==> src/rtl/cpu_bus_pkg.sv <==
// Shared types and default widths for the unified-memory CPU bus.
package cpu_bus_pkg;

    localparam int unsigned ADDR_W_DEF = 32;
    localparam int unsigned DATA_W_DEF = 32;

    // Which port owns the SRAM access currently in flight.
    typedef enum logic [1:0] {
        OWN_NONE,
        OWN_I,
        OWN_D
    } owner_e;

endpackage

==> src/rtl/rsp_hold_buf.sv <==
// One-entry response skid buffer. A response passes straight through when the
// consumer is ready. Otherwise it is held until out_ready is seen.
module rsp_hold_buf #(
    parameter int unsigned DATA_W = 32
) (
    input  logic              clk,
    input  logic              reset,
    input  logic              in_valid,
    input  logic [DATA_W-1:0] in_data,
    input  logic              out_ready,
    output logic              out_valid,
    output logic [DATA_W-1:0] out_data,
    output logic              full
);

    logic              full_q, full_d;
    logic [DATA_W-1:0] data_q, data_d;

    // Capture an unaccepted response; release the held one on out_ready.
    always_comb begin
        full_d = full_q;
        data_d = data_q;
        if (full_q) begin
            if (out_ready) begin
                full_d = 1'b0;
            end
        end else if (in_valid && !out_ready) begin
            full_d = 1'b1;
            data_d = in_data;
        end
    end

    // Held response wins; otherwise bypass. Data reads 0 when nothing is valid.
    always_comb begin
        out_valid = full_q | in_valid;
        if (full_q) begin
            out_data = data_q;
        end else if (in_valid) begin
            out_data = in_data;
        end else begin
            out_data = '0;
        end
        full = full_q;
    end

    // Buffer state register.
    always_ff @(posedge clk or posedge reset) begin
        if (reset) begin
            full_q <= 1'b0;
            data_q <= '0;
        end else begin
            full_q <= full_d;
            data_q <= data_d;
        end
    end

endmodule

==> src/rtl/sram_port_arbiter.sv <==
// Shares one single-ported, 1-cycle-latency SRAM between the inst and data ports.
// Data normally wins; inst is forced through after STARVE_MAX denied cycles.
module sram_port_arbiter
    import cpu_bus_pkg::*;
#(
    parameter int unsigned ADDR_W     = ADDR_W_DEF,
    parameter int unsigned DATA_W     = DATA_W_DEF,
    parameter int unsigned STARVE_MAX = 4
) (
    input  logic              clk,
    input  logic              reset,
    input  logic              i_req,
    input  logic [ADDR_W-1:0] i_addr,
    output logic              i_gnt,
    output logic              i_rvalid,
    output logic [DATA_W-1:0] i_rdata,
    input  logic              i_rready,
    input  logic              d_req,
    input  logic [3:0]        d_we,
    input  logic [ADDR_W-1:0] d_addr,
    input  logic [DATA_W-1:0] d_wdata,
    output logic              d_gnt,
    output logic              d_rvalid,
    output logic [DATA_W-1:0] d_rdata,
    input  logic              d_rready,
    output logic              sram_en,
    output logic [3:0]        sram_we,
    output logic [ADDR_W-1:0] sram_addr,
    output logic [DATA_W-1:0] sram_wdata,
    input  logic [DATA_W-1:0] sram_rdata
);

    localparam int unsigned     CntW      = $clog2(STARVE_MAX + 1);
    localparam logic [CntW-1:0] StarveTop = CntW'(STARVE_MAX);

    owner_e          owner_q, owner_d;
    logic            d_wr_q, d_wr_d;
    logic [CntW-1:0] starve_q, starve_d;

    logic i_full, d_full;
    logic i_elig, d_elig;
    logic win_i, win_d;
    logic i_rsp_valid, d_rsp_valid;
    logic [DATA_W-1:0] d_rsp_data;

    // Eligibility and arbitration. A response landing now that the port will not
    // take is about to occupy its buffer, so it blocks a new grant as well.
    always_comb begin
        i_elig = i_req && !i_full && !((owner_q == OWN_I) && !i_rready);
        d_elig = d_req && !d_full && !((owner_q == OWN_D) && !d_rready);
        win_i  = i_elig && (!d_elig || (starve_q == StarveTop));
        win_d  = d_elig && !win_i;
    end

    // Grant and SRAM drive; everything is forced low while reset is high.
    always_comb begin
        i_gnt      = win_i & ~reset;
        d_gnt      = win_d & ~reset;
        sram_en    = 1'b0;
        sram_we    = 4'b0000;
        sram_addr  = '0;
        sram_wdata = '0;
        if (!reset) begin
            if (win_d) begin
                sram_en    = 1'b1;
                sram_we    = d_we;
                sram_addr  = d_addr;
                sram_wdata = d_wdata;
            end else if (win_i) begin
                sram_en   = 1'b1;
                sram_addr = i_addr;
            end
        end
    end

    // Next owner, write flag for the in-flight data access, and starvation count.
    always_comb begin
        owner_d  = OWN_NONE;
        d_wr_d   = 1'b0;
        starve_d = starve_q;
        if (win_i) begin
            owner_d = OWN_I;
        end else if (win_d) begin
            owner_d = OWN_D;
            d_wr_d  = (d_we != 4'b0000);
        end
        if (!i_req || win_i) begin
            starve_d = '0;
        end else if (i_elig && (starve_q != StarveTop)) begin
            starve_d = starve_q + 1'b1;
        end
    end

    // Route the SRAM response to its owner; write acks carry zero data.
    always_comb begin
        i_rsp_valid = (owner_q == OWN_I);
        d_rsp_valid = (owner_q == OWN_D);
        d_rsp_data  = d_wr_q ? '0 : sram_rdata;
    end

    // Owner FSM, write flag and starvation counter registers.
    always_ff @(posedge clk or posedge reset) begin
        if (reset) begin
            owner_q  <= OWN_NONE;
            d_wr_q   <= 1'b0;
            starve_q <= '0;
        end else begin
            owner_q  <= owner_d;
            d_wr_q   <= d_wr_d;
            starve_q <= starve_d;
        end
    end

    rsp_hold_buf #(
        .DATA_W (DATA_W)
    ) u_i_buf (
        .clk       (clk),
        .reset     (reset),
        .in_valid  (i_rsp_valid),
        .in_data   (sram_rdata),
        .out_ready (i_rready),
        .out_valid (i_rvalid),
        .out_data  (i_rdata),
        .full      (i_full)
    );

    rsp_hold_buf #(
        .DATA_W (DATA_W)
    ) u_d_buf (
        .clk       (clk),
        .reset     (reset),
        .in_valid  (d_rsp_valid),
        .in_data   (d_rsp_data),
        .out_ready (d_rready),
        .out_valid (d_rvalid),
        .out_data  (d_rdata),
        .full      (d_full)
    );

endmodule

==> config.mk <==
export PLATFORM = sky130hd
export DESIGN_NAME = sram_port_arbiter
export DESIGN_NICKNAME = d
export VERILOG_FILES = /design/src/rtl/cpu_bus_pkg.sv /design/src/rtl/rsp_hold_buf.sv /design/src/rtl/sram_port_arbiter.sv
export SDC_FILE = /design/constraint.sdc
export NUM_CORES = 1
export LEC_CHECK = 0
export ABC_CLOCK_PERIOD_IN_PS = 3500
export BUFFER_PORTS_ARGS = -buffer_cell sky130_fd_sc_hd__buf_2
export CELL_PAD_IN_SITES_DETAIL_PLACEMENT = 0
export CELL_PAD_IN_SITES_GLOBAL_PLACEMENT = 1
export CORE_AREA = 4 4 132 102
export CTS_BUF_LIST = sky130_fd_sc_hd__clkbuf_4
export DETAILED_ROUTE_END_ITERATION = 8
export DIE_AREA = 0 0 136 106
export PLACE_DENSITY = 0.88
export SKIP_CTS_REPAIR_TIMING = 1
export SLEW_MARGIN = 30
export SYNTH_ARGS = -nofsm -noshare
export SYNTH_HDL_FRONTEND = slang
export SYNTH_SLANG_ARGS = --single-unit
==> constraint.sdc <==
create_clock -name clk -period 3.5 [get_ports clk]
set_input_delay 0.35 -clock clk [delete_from_list [all_inputs] [get_ports clk]]
set_output_delay 0.35 -clock clk [all_outputs]
set_load 0.01 [all_outputs]
=== Word level (Yosys, flattened, before mapping) ===
Cells that the tools add are included.

* $add $sub $neg: 1
* Eq/ne operators: 4
* Mux-type cells: 27
* Bitwise operators: 7
* Reduce and logical (&&, ||, !) cells: 24

{| class="wikitable"
|+ Operator list
! cell !! number
|-
| 32-bit 2-to-1 mux || 10
|-
| 1-bit 2-to-1 mux || 11
|-
| 1-bit logical AND || 9
|-
| 1-bit zero test || 9
|-
| 4-bit 2-to-1 mux || 2
|-
| 3-bit 2-to-1 mux || 2
|-
| 2-bit 2-to-1 mux || 2
|-
| 2-bit AND reduction || 2
|-
| 4-bit nonzero test || 1
|-
| 3-bit by 1-bit adder with 3-bit output (second input constant) || 1
|-
| 3-bit == test (second input constant) || 1
|-
| 3-bit != test (second input constant) || 1
|-
| 1-bit inverter || 3
|-
| 1-bit bitwise AND || 2
|-
| 2-bit by 1-bit == test with 1-bit output (second input constant) || 1
|-
| 2-bit == test (second input constant) || 1
|-
| 1-bit logical OR || 2
|-
| 1-bit OR || 2
|-
| 2-bit nonzero test || 1
|}

* Register bits: 72
* Output and inout bits: 137

=== Logic depth before layout (Yosys ltp) ===
Gate-level depths: netlist of the first run.

* Depth after elaboration: 11
* Gate-level depth with buffers: 7

=== Hierarchy ===
Synthesis of the first run repeated with hierarchy kept, for this count alone.

* Cell total of the unflattened synthesis: 528
* Area total of the unflattened synthesis: 5056.1 um^2

{| class="wikitable"
|+ Modules (own cells, without submodules)
! module !! times used !! cells an instance !! area an instance (um^2)
|-
| rsp_hold_buf || 2 || 152 || 1657.8
|-
| sram_port_arbiter || 1 || 224 || 1740.4
|}

=== Least setup slack after synthesis of the first run ===
No wires, ideal clock.

* Path type: reg2out
* Start: register owner_q[1]
* End: output port sram_wdata[15]
* Arrival: 1.619 ns
* Path slack: 1.531 ns
* Stages on the path, launching flop included: 7
* Path through: dfrtp_1 or3b_1 and4_1 nor3_4 buf_6 buf_6 and2_1

* Word-level cells in the longest chain between the ends: 11
* Elaborated cells between the ends (all ways): 15
* Classes of those cells: 2 x eq/ne; 2 x mux; 11 x reduce/logical

{| class="wikitable"
|+ RTL lines
! element !! RTL line !! source
|-
| start, declared || sram_port_arbiter.sv:36 || <nowiki>owner_e owner_q, owner_d;</nowiki>
|-
| start signal, assigned || sram_port_arbiter.sv:108 || <nowiki>owner_q <= owner_d;</nowiki>
|-
| 2-bit == test || sram_port_arbiter.sv:50 || <nowiki>d_elig = d_req && !d_full && !((owner_q == OWN_D) && !d_rready);</nowiki>
|-
| 1-bit logical AND || sram_port_arbiter.sv:50 ||
|-
| 1-bit zero test || sram_port_arbiter.sv:50 ||
|-
| 1-bit logical AND || sram_port_arbiter.sv:50 ||
|-
| 1-bit zero test || sram_port_arbiter.sv:51 || <nowiki>win_i = i_elig && (!d_elig || (starve_q == StarveTop));</nowiki>
|-
| 1-bit logical OR || sram_port_arbiter.sv:51 ||
|-
| 1-bit logical AND || sram_port_arbiter.sv:51 ||
|-
| 1-bit zero test || sram_port_arbiter.sv:52 || <nowiki>win_d = d_elig && !win_i;</nowiki>
|-
| 1-bit logical AND * || sram_port_arbiter.sv:52 ||
|-
| 32-bit 2-to-1 mux * || sram_port_arbiter.sv:64 || <nowiki>if (win_d) begin</nowiki>
|-
| 32-bit 2-to-1 mux * || sram_port_arbiter.sv:63 || <nowiki>if (!reset) begin</nowiki>
|-
| end, declared || sram_port_arbiter.sv:29 || <nowiki>output logic [DATA_W-1:0] sram_wdata,</nowiki>
|}

Mark *: on every way between the ends. The rest lies on a longest branch, timed or not.

=== Worst setup path after layout of the first run ===
* Start: register owner_q[1]
* End: output port sram_addr[27]

* Word-level cells in the longest chain between the ends: 11
* Elaborated cells between the ends (all ways): 16
* Classes of those cells: 2 x eq/ne; 3 x mux; 11 x reduce/logical

{| class="wikitable"
|+ RTL lines
! element !! RTL line !! source
|-
| 2-bit == test || sram_port_arbiter.sv:50 ||
|-
| 1-bit logical AND || sram_port_arbiter.sv:50 ||
|-
| 1-bit zero test || sram_port_arbiter.sv:50 ||
|-
| 1-bit logical AND || sram_port_arbiter.sv:50 ||
|-
| 1-bit zero test || sram_port_arbiter.sv:51 ||
|-
| 1-bit logical OR || sram_port_arbiter.sv:51 ||
|-
| 1-bit logical AND || sram_port_arbiter.sv:51 ||
|-
| 1-bit zero test || sram_port_arbiter.sv:52 ||
|-
| 1-bit logical AND || sram_port_arbiter.sv:52 ||
|-
| 32-bit 2-to-1 mux * || sram_port_arbiter.sv:64 ||
|-
| 32-bit 2-to-1 mux * || sram_port_arbiter.sv:63 ||
|-
| end, declared || sram_port_arbiter.sv:28 || <nowiki>output logic [ADDR_W-1:0] sram_addr,</nowiki>
|}

Marked as above.

==> flow_metrics.tcl, run 1 <==
set metrics [dict create \
    status "finished, final reports clean" \
    cts_buffer_depth 2 \
    ff_latch_area_sq_mm 0.001802 \
    pre_cts_slack_ps 1056 \
    route.vias.total 4063 \
    grt_overflow 0 \
    final_nets 751 \
    drtPass1Iterations 5 \
    ys_seq_area_frac 0.4563 \
    finalSetupTns_ps 0 \
    fin_crit_ps 2875 \
    critical_path_buf_inv_count 2 \
    dieArea_sq_mm 0.01442 \
    grt_max_degree 70 \
    fmax_ghz 0.3478 \
    routedWlPerCell_um 18.37 \
    final-hold-violation-count 0 \
    drive_gt1_frac 0.5463 \
    use_met1 0.2618 \
    cp_top_family "simple AND/OR/NAND/NOR gates" \
    numPortBuffers 274 \
    initial_core_util 0.3255 \
    syn_nets 488 \
    syn_inst 348 \
    ys_warn_count 0 \
    holdWs_ps 156.9 \
    setup_ws_ps 624.8 \
    ir_drop_mv 0.1955 \
    synthDominantCellAreaShare 0.4563 \
    yosysUniqueCellTypes 33 \
    met2_usage 0.2961 \
    fill_cells 1165 \
    clk_latency_ps 410 \
    busiest_layer "met2" \
    slew_violations 0 \
    drt_iter0_drc 252 \
    grt_setup_unrepaired "no" \
    cellLeakagePower_nw 3.056 \
    grt_pass1_wl_um 21750 \
    cts_num_sinks 72 \
    maxSlewHeadroom 0.5295 \
    crit_required_ps 3150 \
    arrival_ps 2530 \
    path_max_fanout 69 \
    fin_util 0.4629 \
    numCtsBuffers 9 \
    n_antenna_cell 0 \
    grt_use_met3 0.05440 \
    antenna_found_initial 0 \
    ys_seq_elements 72 \
    switching_share 0.3343 \
    cts-root-buf "clkbuf_4" \
    netSwitchingPower_mw 0.9185 \
    gp_congestion 0.8156 \
    min_path_type "input pin to register" \
    critPathSlowestCell "buf_4" \
    wl_um 14350 \
    grt_use_total 0.1889 \
    pwr-share-comb 0.353 \
    clkPwrFrac 0.187 \
    period_share 0.8215 \
    fin_skew_ps 9.953 \
    synthTopCellsByArea "dfrtp_1 46%, a22o_1 28%, mux2_2 8.6%" \
    end_kind "output port" \
    routed_via_density 5.202 \
    dp_hpwl_um 10600 \
    startpoint_type "register" \
    seqPwrFrac 0.460 \
    intPower_mw 1.829 \
    maxCapViolCount 0 \
    ant_nets 0 \
    yosysTopAreaCell "dfrtp_1" \
    rows 35 \
    syn_area_sq_mm 0.003949 \
    setup_viol 0 \
    cp_slowest_stage_delay_ps 490 \
    die_x_um 136 \
    ios 275 \
    clk_pin_slew_ps 120 \
    path_class "register to output port" \
    multiInputGateArea_sq_mm 0.001999 \
    p_per_area_mw_per_mm2 489.2 \
    drc 0 \
    cts_tree "done" \
    worst_pin_slew_ps 705.8 \
    syn_avg_cell_area_sq_um 11.35 \
    first_global_vias 4085 \
    core-area_sq_mm 0.01213 \
    crit_path_cell_trace "or3b_1 -> and4_1 -> nor3_4 -> buf_4 -> a22o_1 -> buf_2" \
    area.growth.synth_to_final_pct 42.21 \
    die_h_um 106 \
    cts.htree.levels 3 \
]
power groups by stage:
| stage | clock network [mW] | registers (mW) | logic [mW] |
|---|---|---|---|
| floorplan | 0 | 1.23 | 0.624 |
| finish | 0.514 | 1.26 | 0.969 |
| global placement | 0 | 1.26 | 0.953 |
| global route | 0.569 | 1.30 | 1.06 |
| detailed placement | 0 | 1.28 | 0.975 |
| CTS | 0.540 | 1.26 | 0.979 |
metrics by stage:
stage	std cells	power, mW	cell area, sq um
finish	781	2.747	5615
global placement	765	2.208	5478
detailed placement	765	2.250	5478
global route	781	2.922	5615
CTS	780	2.779	5605
floorplan	348	1.852	3949
registers in the layout (all words and copies together), names as in the netlist:
register / flops
starve_q: 3
u_d_buf.full: 1
u_i_buf.full: 1
u_i_buf.data_q: 32
d_wr_q: 1
owner_q: 2
u_d_buf.data_q: 32
final cells by class:
cell class,count,share of cell area
Clock buffer,9,0.01203
Clock inverter,6,0.01070
Inverter,4,0.002674
Multi-Input combinational cell,238,0.3561
Sequential cell,72,0.3209
Tap cell,166,0.03699
Timing Repair Buffer,286,0.2607
final timing paths:
| path | startpoint | end | slack [ps] | cells past startpoint |
|---|---|---|---|---|
| worst max-delay path | owner_q[1]$_DFF_PP0_ | sram_addr[27] | 620 | 6 |
| worst min-delay path | d_rready | u_d_buf.full$_DFF_PP0_ | 160 | 2 |
| worst max register to register | u_d_buf.full$_DFF_PP0_ | u_d_buf.data_q[30]$_DFFE_PP0P_ | 1410 | 4 |
| worst min register to register | u_i_buf.data_q[21]$_DFFE_PP0P_ | u_i_buf.data_q[21]$_DFFE_PP0P_ | 510 | 1 |
| max in group asynchronous | reset | u_i_buf.data_q[4]$_DFFE_PP0P_ | 2230 | 4 |
| min in group asynchronous | reset | u_i_buf.data_q[23]$_DFFE_PP0P_ | 450 | 3 |
logic make-up after synthesis:
kind of cell,synth area share
fa+ha+maj,0.006336
mux,0.09125
buf+inv,0.04372
simple gates,0.1087
compound gates,0.2937
flops,0.4563
synthesized netlist by cell type, drive strengths merged:
library cell	count
nor3	5
nand4b	1
or3b	1
dfrtp	72
a22o	128
o22ai	1
or3	1
o21ai	1
nand2	5
and4	1
or2	1
a21oi	1
buf	10
a31oi	1
o32ai	1
inv	4
ha	2
nor3b	2
nand2b	5
clkbuf	24
nor2b	3
and2	36
nand3	1
mux2	32
nor4	2
a211oi	1
nor2	6
layer usage:
metal,share of wire,vias to the layer above
met1,0.45,2018
met4,0.0063,0
met2,0.48,176
met5,0,-
met3,0.073,8
li1,-,1861
placed cells by master (no fill, tap or decap), drive strengths merged:
master       netlist  final
dfrtp             72     72
a21oi              1      1
nand2b             5      5
or3                1      1
clkinvlp           0      1
and4               1      1
nor4               2      2
o21ai              1      1
inv                4      5
nand2              5      5
a211oi             1      1
a31oi              1      1
nor3               5      5
nand3              1      1
clkinv             0      3
nor2b              3      3
ha                 2      2
a22o             128    128
mux2              32     32
or3b               1      1
nor2               6      6
buf               10    285
o22ai              1      1
or2                1      1
nor3b              2      2
nand4b             1      1
dlygate4sd3        0      1
clkbuf            24      9
o32ai              1      1
bufinv             0      1
and2              36     36
No activity file was read; power rests on OpenSTA's default activity.
==> run 2, diff against run 1 <==
ABC_CLOCK_PERIOD_IN_PS = 2630   (was 3500)
CORE_AREA = 4 4 143 110   (was 4 4 132 102)
DIE_AREA = 0 0 147 114   (was 0 0 136 106)
PLACE_DENSITY = 0.8   (was 0.88)
clock period = 2.63 ns   (was 3.5 ns; I/O delays follow)
==> run 2 against run 1 <==
Worst setup slack lost 530 ps. Clock skew rose by 3.0 ps. Critical path depth increased by 1. Total power up 34%. First-iteration DRC count shrank 20%. Global-route usage shrank 0.16 points.
==> flow_metrics.tcl, run 2 (synthesis gave the netlist of run 1 again) <==
set metrics [dict create \
    holdWs_ps 25.62 \
    regToRegSetupSlack_ps 690 \
    route.vias.total 4145 \
    die_h_um 114 \
    min_path_type "input pin to asynchronous set/reset pin" \
    drt_iter0_drc 201 \
    grt_pass1_wl_um 24320 \
    end_kind "output port" \
    core-area_sq_mm 0.01431 \
    critPathSlowestCell "dfrtp_1" \
    busiest_layer "met1" \
    setup_ws_ps 97.84 \
    finalPower_mw 3.693 \
    cts-root-buf "clkbuf_4" \
    startpoint_type "register" \
    dp_hpwl_um 12750 \
    grt_setup_unrepaired "yes" \
    setup_viol 0 \
    met2_usage 0.2577 \
    ant_nets 0 \
    ir_drop_mv 0.2124 \
    antenna_found_initial 2 \
    finalSetupTns_ps 0 \
    wl_um 17350 \
    use_met1 0.2805 \
    grt_max_degree 70 \
    p_per_area_mw_per_mm2 625.1 \
    numCtsBuffers 9 \
    clk_pin_slew_ps 130 \
    grt_use_met3 0.07585 \
    cts_buffer_depth 2 \
    dieArea_sq_mm 0.01676 \
    fmax_ghz 0.3949 \
    grt_use_total 0.1874 \
    maxCapViolCount 0 \
    cellLeakagePower_nw 3.141 \
    arrival_ps 2270 \
    period_share 0.9628 \
    rr_startpoint "u_d_buf.full$_DFF_PP0_" \
    crit_required_ps 2370 \
    first_global_vias 3993 \
    crit_path_cell_trace "or3b_4 -> and4_4 -> nor3_4 -> buf_12 -> clkbuf_16 -> a22o_1 -> buf_2" \
    clk_latency_ps 420 \
    pre_cts_slack_ps 122.1 \
    grt_overflow 0 \
    cp_slowest_stage_delay_ps 430 \
    routed_via_density 5.006 \
    routedWlPerCell_um 20.95 \
    path_class "register to output port" \
    cp_top_family "simple AND/OR/NAND/NOR gates" \
    gp_congestion 0.9380 \
    ff2ff_path_depth 4 \
    largestRegisters "u_d_buf.data_q (32), u_i_buf.data_q (32), starve_q (3)" \
    final_common_cell "buf_2" \
    drtPass1Iterations 4 \
    rr_endpoint "u_d_buf.data_q[1]$_DFFE_PP0P_" \
    fin_util 0.4128 \
    rows 38 \
    fin_crit_ps 2532 \
    slew_violations 0 \
    fin_skew_ps 12.91 \
    numPortBuffers 274 \
    critical_path_buf_inv_count 3 \
    drive_gt1_frac 0.5703 \
    cts_tree "done" \
    die_x_um 147 \
    final-hold-violation-count 0 \
    cts.htree.levels 3 \
    initial_core_util 0.2759 \
    worst_pin_slew_ps 511.7 \
    cts_num_sinks 72 \
    area.growth.synth_to_final_pct 49.62 \
    final_nets 761 \
    mostFrequentLayoutCells "260 x buf_2, 128 x a22o_1, 72 x dfrtp_1" \
    drc 0 \
    path_max_fanout 17 \
    status "finished, final reports clean" \
    ios 275 \
    maxSlewHeadroom 0.6581 \
]
## run 2: cell types whose count changed in the layout (fill, tap and decap cells not counted), moves of 2 or more
| cell | change |
|---|---|
| buf_4 | +9 |
| clkinvlp_4 | +2 |
| clkbuf_16 | +2 |
| buf_6 | +10 |
| and2_1 | -5 |
| and2_4 | +5 |
| buf_2 | -14 |
| buf_12 | +3 |
| diode_2 | +2 |
## run 2: worst min-delay path, stage by stage
cell    delay, ps
buf_2         170
inv_2         110
buf_12        320
## run 2: layout make-up
class	instances	area [sq um]
Antenna cell	2	5.005
Clock buffer	10	75.07
Clock inverter	6	45.04
Fill cell	1427	8403
Inverter	4	15.01
Multi-Input combinational cell	238	2032
Sequential cell	72	1802
Tap cell	200	250.2
Timing Repair Buffer	296	1684
## run 2: worst max-delay path by stage
stage                                    start          endpoint  slack (ps)  cells after the start
after detailed placement  owner_q[0]$_DFF_PP0_      sram_addr[0]         120                      6
after floorplan                          reset  d_wr_q$_DFF_PP0_         540                      1
after CTS                 owner_q[0]$_DFF_PP0_      sram_addr[0]        -400                      6
after global placement    owner_q[0]$_DFF_PP0_      sram_addr[0]         240                      6
after global routing      owner_q[0]$_DFF_PP0_      sram_addr[0]         -50                      7
final                     owner_q[0]$_DFF_PP0_     sram_addr[11]         100                      7
## run 2: metrics by stage
| stage | instance area [sq um] | cells |
|---|---|---|
| floorplan | 3949 | 348 |
| global placement | 5553 | 800 |
| detailed placement | 5553 | 800 |
| CTS | 5673 | 816 |
| global route | 5903 | 826 |
| finish | 5908 | 828 |
## run 2: routing by layer
metal	wire (um)	vias to the layer above
li1	-	1887
met1	7900	2070
met2	7602	179
met3	1767	9
met4	78	0
met5	0	-
## run 2: report_power, final
part / switching [mW] / leakage, nW / internal [mW]
sequential: 0.205 / 0.894 / 1.47
clock: 0.430 / 0.0590 / 0.208
combinational: 0.652 / 2.19 / 0.727
total: 1.29 / 3.14 / 2.41
==> run 3, diff against run 2 <==
--- a/config.mk
+++ b/config.mk
@@ -15,4 +15,5 @@
 export DIE_AREA = 0 0 147 114
 export PLACE_DENSITY = 0.8
+export RECOVER_POWER = 50
 export SKIP_CTS_REPAIR_TIMING = 1
 export SLEW_MARGIN = 30
==> constraint.sdc (replaced) <==
create_clock -name clk -period 2.63 [get_ports clk]
set_input_delay 0.789 -clock clk [delete_from_list [all_inputs] [get_ports clk]]
set_output_delay 0.789 -clock clk [all_outputs]
set_load 0.01 [all_outputs]
==> run 3 against run 2 <==
Utilization rose by 2.9 points. Largest power group unchanged. Final cell count grew 3.0%. Register-to-register slack got worse by 90 ps. Wire length grew 3.8%. The run now ends with max-capacitance violations, max-slew violations, negative setup slack left. Design area up 7.1%. Non-clock buffer count rose by 27.
==> flow_metrics.tcl, run 3 (synthesis gave the netlist of run 1 again) <==
set metrics [dict create \
    status "finished with violations" \
    violations "max-capacitance violations, max-slew violations, negative setup slack" \
    drtPass1Iterations 5 \
    dieArea_sq_mm 0.01676 \
    first_global_vias 4143 \
    antenna_found_initial 3 \
    design_area_sq_mm 0.006327 \
    end_kind "output port" \
    gp_congestion 0.8758 \
    clk_pin_slew_ps 90 \
    dp_hpwl_um 12700 \
    seqPwrFrac 0.432 \
    clkPwrFrac 0.173 \
    min_path_type "register to register" \
    arrival_ps 2250 \
    rows 38 \
    ff2ff_path_depth 8 \
    grt_max_degree 70 \
    ant_nets 0 \
    grt_use_total 0.1829 \
    maxSlewHeadroom -0.1107 \
    area.growth.synth_to_final_pct 60.23 \
    wl_um 18010 \
    final-hold-violation-count 0 \
    largestRegisters "u_d_buf.data_q (32), u_i_buf.data_q (32), starve_q (3)" \
    fill_cells 1405 \
    worst_pin_slew_ps 1666 \
    regToRegSetupSlack_ps 600 \
    cts_tree "done" \
    grt_setup_unrepaired "yes" \
    intPower_mw 2.604 \
    multiInputGateArea_sq_mm 0.002093 \
    die_h_um 114 \
    ir_drop_mv 0.3730 \
    ff_latch_area_sq_mm 0.001802 \
    fin_skew_ps 15.60 \
    maxCapViolCount 1 \
    critPathLaunch "i_rready" \
    cts_buffer_depth 2 \
    cts_num_sinks 72 \
    core-area_sq_mm 0.01431 \
    switching_share 0.3330 \
    numCtsBuffers 9 \
    setup_viol 133 \
    path_max_fanout 18 \
    placedInstanceArea_sq_mm 0.005692 \
    mostFrequentLayoutCells "257 x buf_2, 128 x a22o_1, 72 x dfrtp_1" \
    fmax_ghz 0.3286 \
    period_share 1.157 \
    holdWs_ps 510.4 \
    crit_required_ps 1840 \
    fin_crit_ps 3043 \
    grt_pass1_wl_um 24110 \
    pwr-share-comb 0.395 \
    finalSetupTns_ps -32020 \
    crit_end "sram_addr[22]" \
    fin_util 0.4421 \
    die_x_um 147 \
    clk_latency_ps 410 \
    initial_core_util 0.2759 \
    p_per_area_mw_per_mm2 617.1 \
    finalPower_mw 3.905 \
    cts.htree.levels 3 \
    routedWlPerCell_um 21.12 \
    slew_violations 32 \
    final_common_cell "buf_2" \
    rr_startpoint "owner_q[1]$_DFF_PP0_" \
    grt_overflow 0 \
    ios 275 \
    netSwitchingPower_mw 1.300 \
    path_class "input pin to output port" \
    cts-root-buf "clkbuf_4" \
    startpoint_type "input pin" \
    rr_endpoint "u_i_buf.data_q[10]$_DFFE_PP0P_" \
    numPortBuffers 274 \
    routed_via_density 5.042 \
    cellLeakagePower_nw 3.345 \
    route.vias.total 4301 \
    setup_ws_ps -413.2 \
    final_nets 788 \
    drive_gt1_frac 0.6083 \
    drt_iter0_drc 229 \
    drc 0 \
]
run 3: cell count changes in the layout (fill, tap and decap cells not counted), moves of 2 or more:
cell,before,now
buf_4,20,29
buf_2,260,257
clkbuf_16,2,5
nand2b_1,5,3
buf_6,10,20
nand2b_4,0,2
and2_4,5,16
buf_12,3,5
buf_8,0,5
clkinvlp_4,3,1
and2_1,31,20
run 3: routing by layer:
layer  GRT usage  vias up  share of wire
met5           0        -        0.00072
met1      0.2749     2128           0.46
met3     0.04805       27          0.076
met2      0.2630      207           0.45
met4     0.04097        2          0.018
li1            -     1937              -
run 3: worst max-delay path, stage by stage:
cell and delay, ps:
buf_2 110, or3b_4 370, and4_4 170, nor3_4 150, buf_4 160, buf_12 140, a22o_1 200, buf_2 150
run 3: through the flow:
stage / instances / setup WS (ps)
detailed placement: 813 / -493.1
floorplan: 348 / -148.1
finish: 853 / -413.2
global placement: 813 / -455.5
CTS: 827 / -513.2
global route: 853 / -487.3
run 3: layout make-up:
cell class,instances,area share
multi-input cells,238,0.3308
flip-flops and latches,72,0.2848
repair buffers,323,0.3221
inverters,4,0.002571
well taps,200,0.03955
diodes,2,0.0007910
clock buffers,10,0.01186
clock inverters,4,0.007514
run 3: power groups by stage:
| stage | registers (mW) | clock network [mW] | logic [mW] |
|---|---|---|---|
| 6_report | 1.69 | 0.675 | 1.54 |
| 5_1_grt | 1.72 | 0.738 | 1.66 |
| 4_1_cts | 1.68 | 0.710 | 1.37 |
| 3_5_place_dp | 1.70 | 0 | 1.36 |
| 3_3_place_gp | 1.67 | 0 | 1.32 |
| 2_1_floorplan | 1.63 | 0 | 0.839 |
run 3: worst min path at each step:
stage,from,slack (ps),depth (start not counted),endpoint
after floorplan,u_i_buf.data_q[21]$_DFFE_PP0P_,460,1,u_i_buf.data_q[21]$_DFFE_PP0P_
after global placement,u_i_buf.data_q[21]$_DFFE_PP0P_,470,1,u_i_buf.data_q[21]$_DFFE_PP0P_
after detailed placement,u_i_buf.data_q[22]$_DFFE_PP0P_,490,1,u_i_buf.data_q[22]$_DFFE_PP0P_
after CTS,reset,490,3,u_i_buf.data_q[0]$_DFFE_PP0P_
after global routing,u_i_buf.data_q[22]$_DFFE_PP0P_,530,1,u_i_buf.data_q[22]$_DFFE_PP0P_
final,u_d_buf.data_q[28]$_DFFE_PP0P_,510,1,u_d_buf.data_q[28]$_DFFE_PP0P_
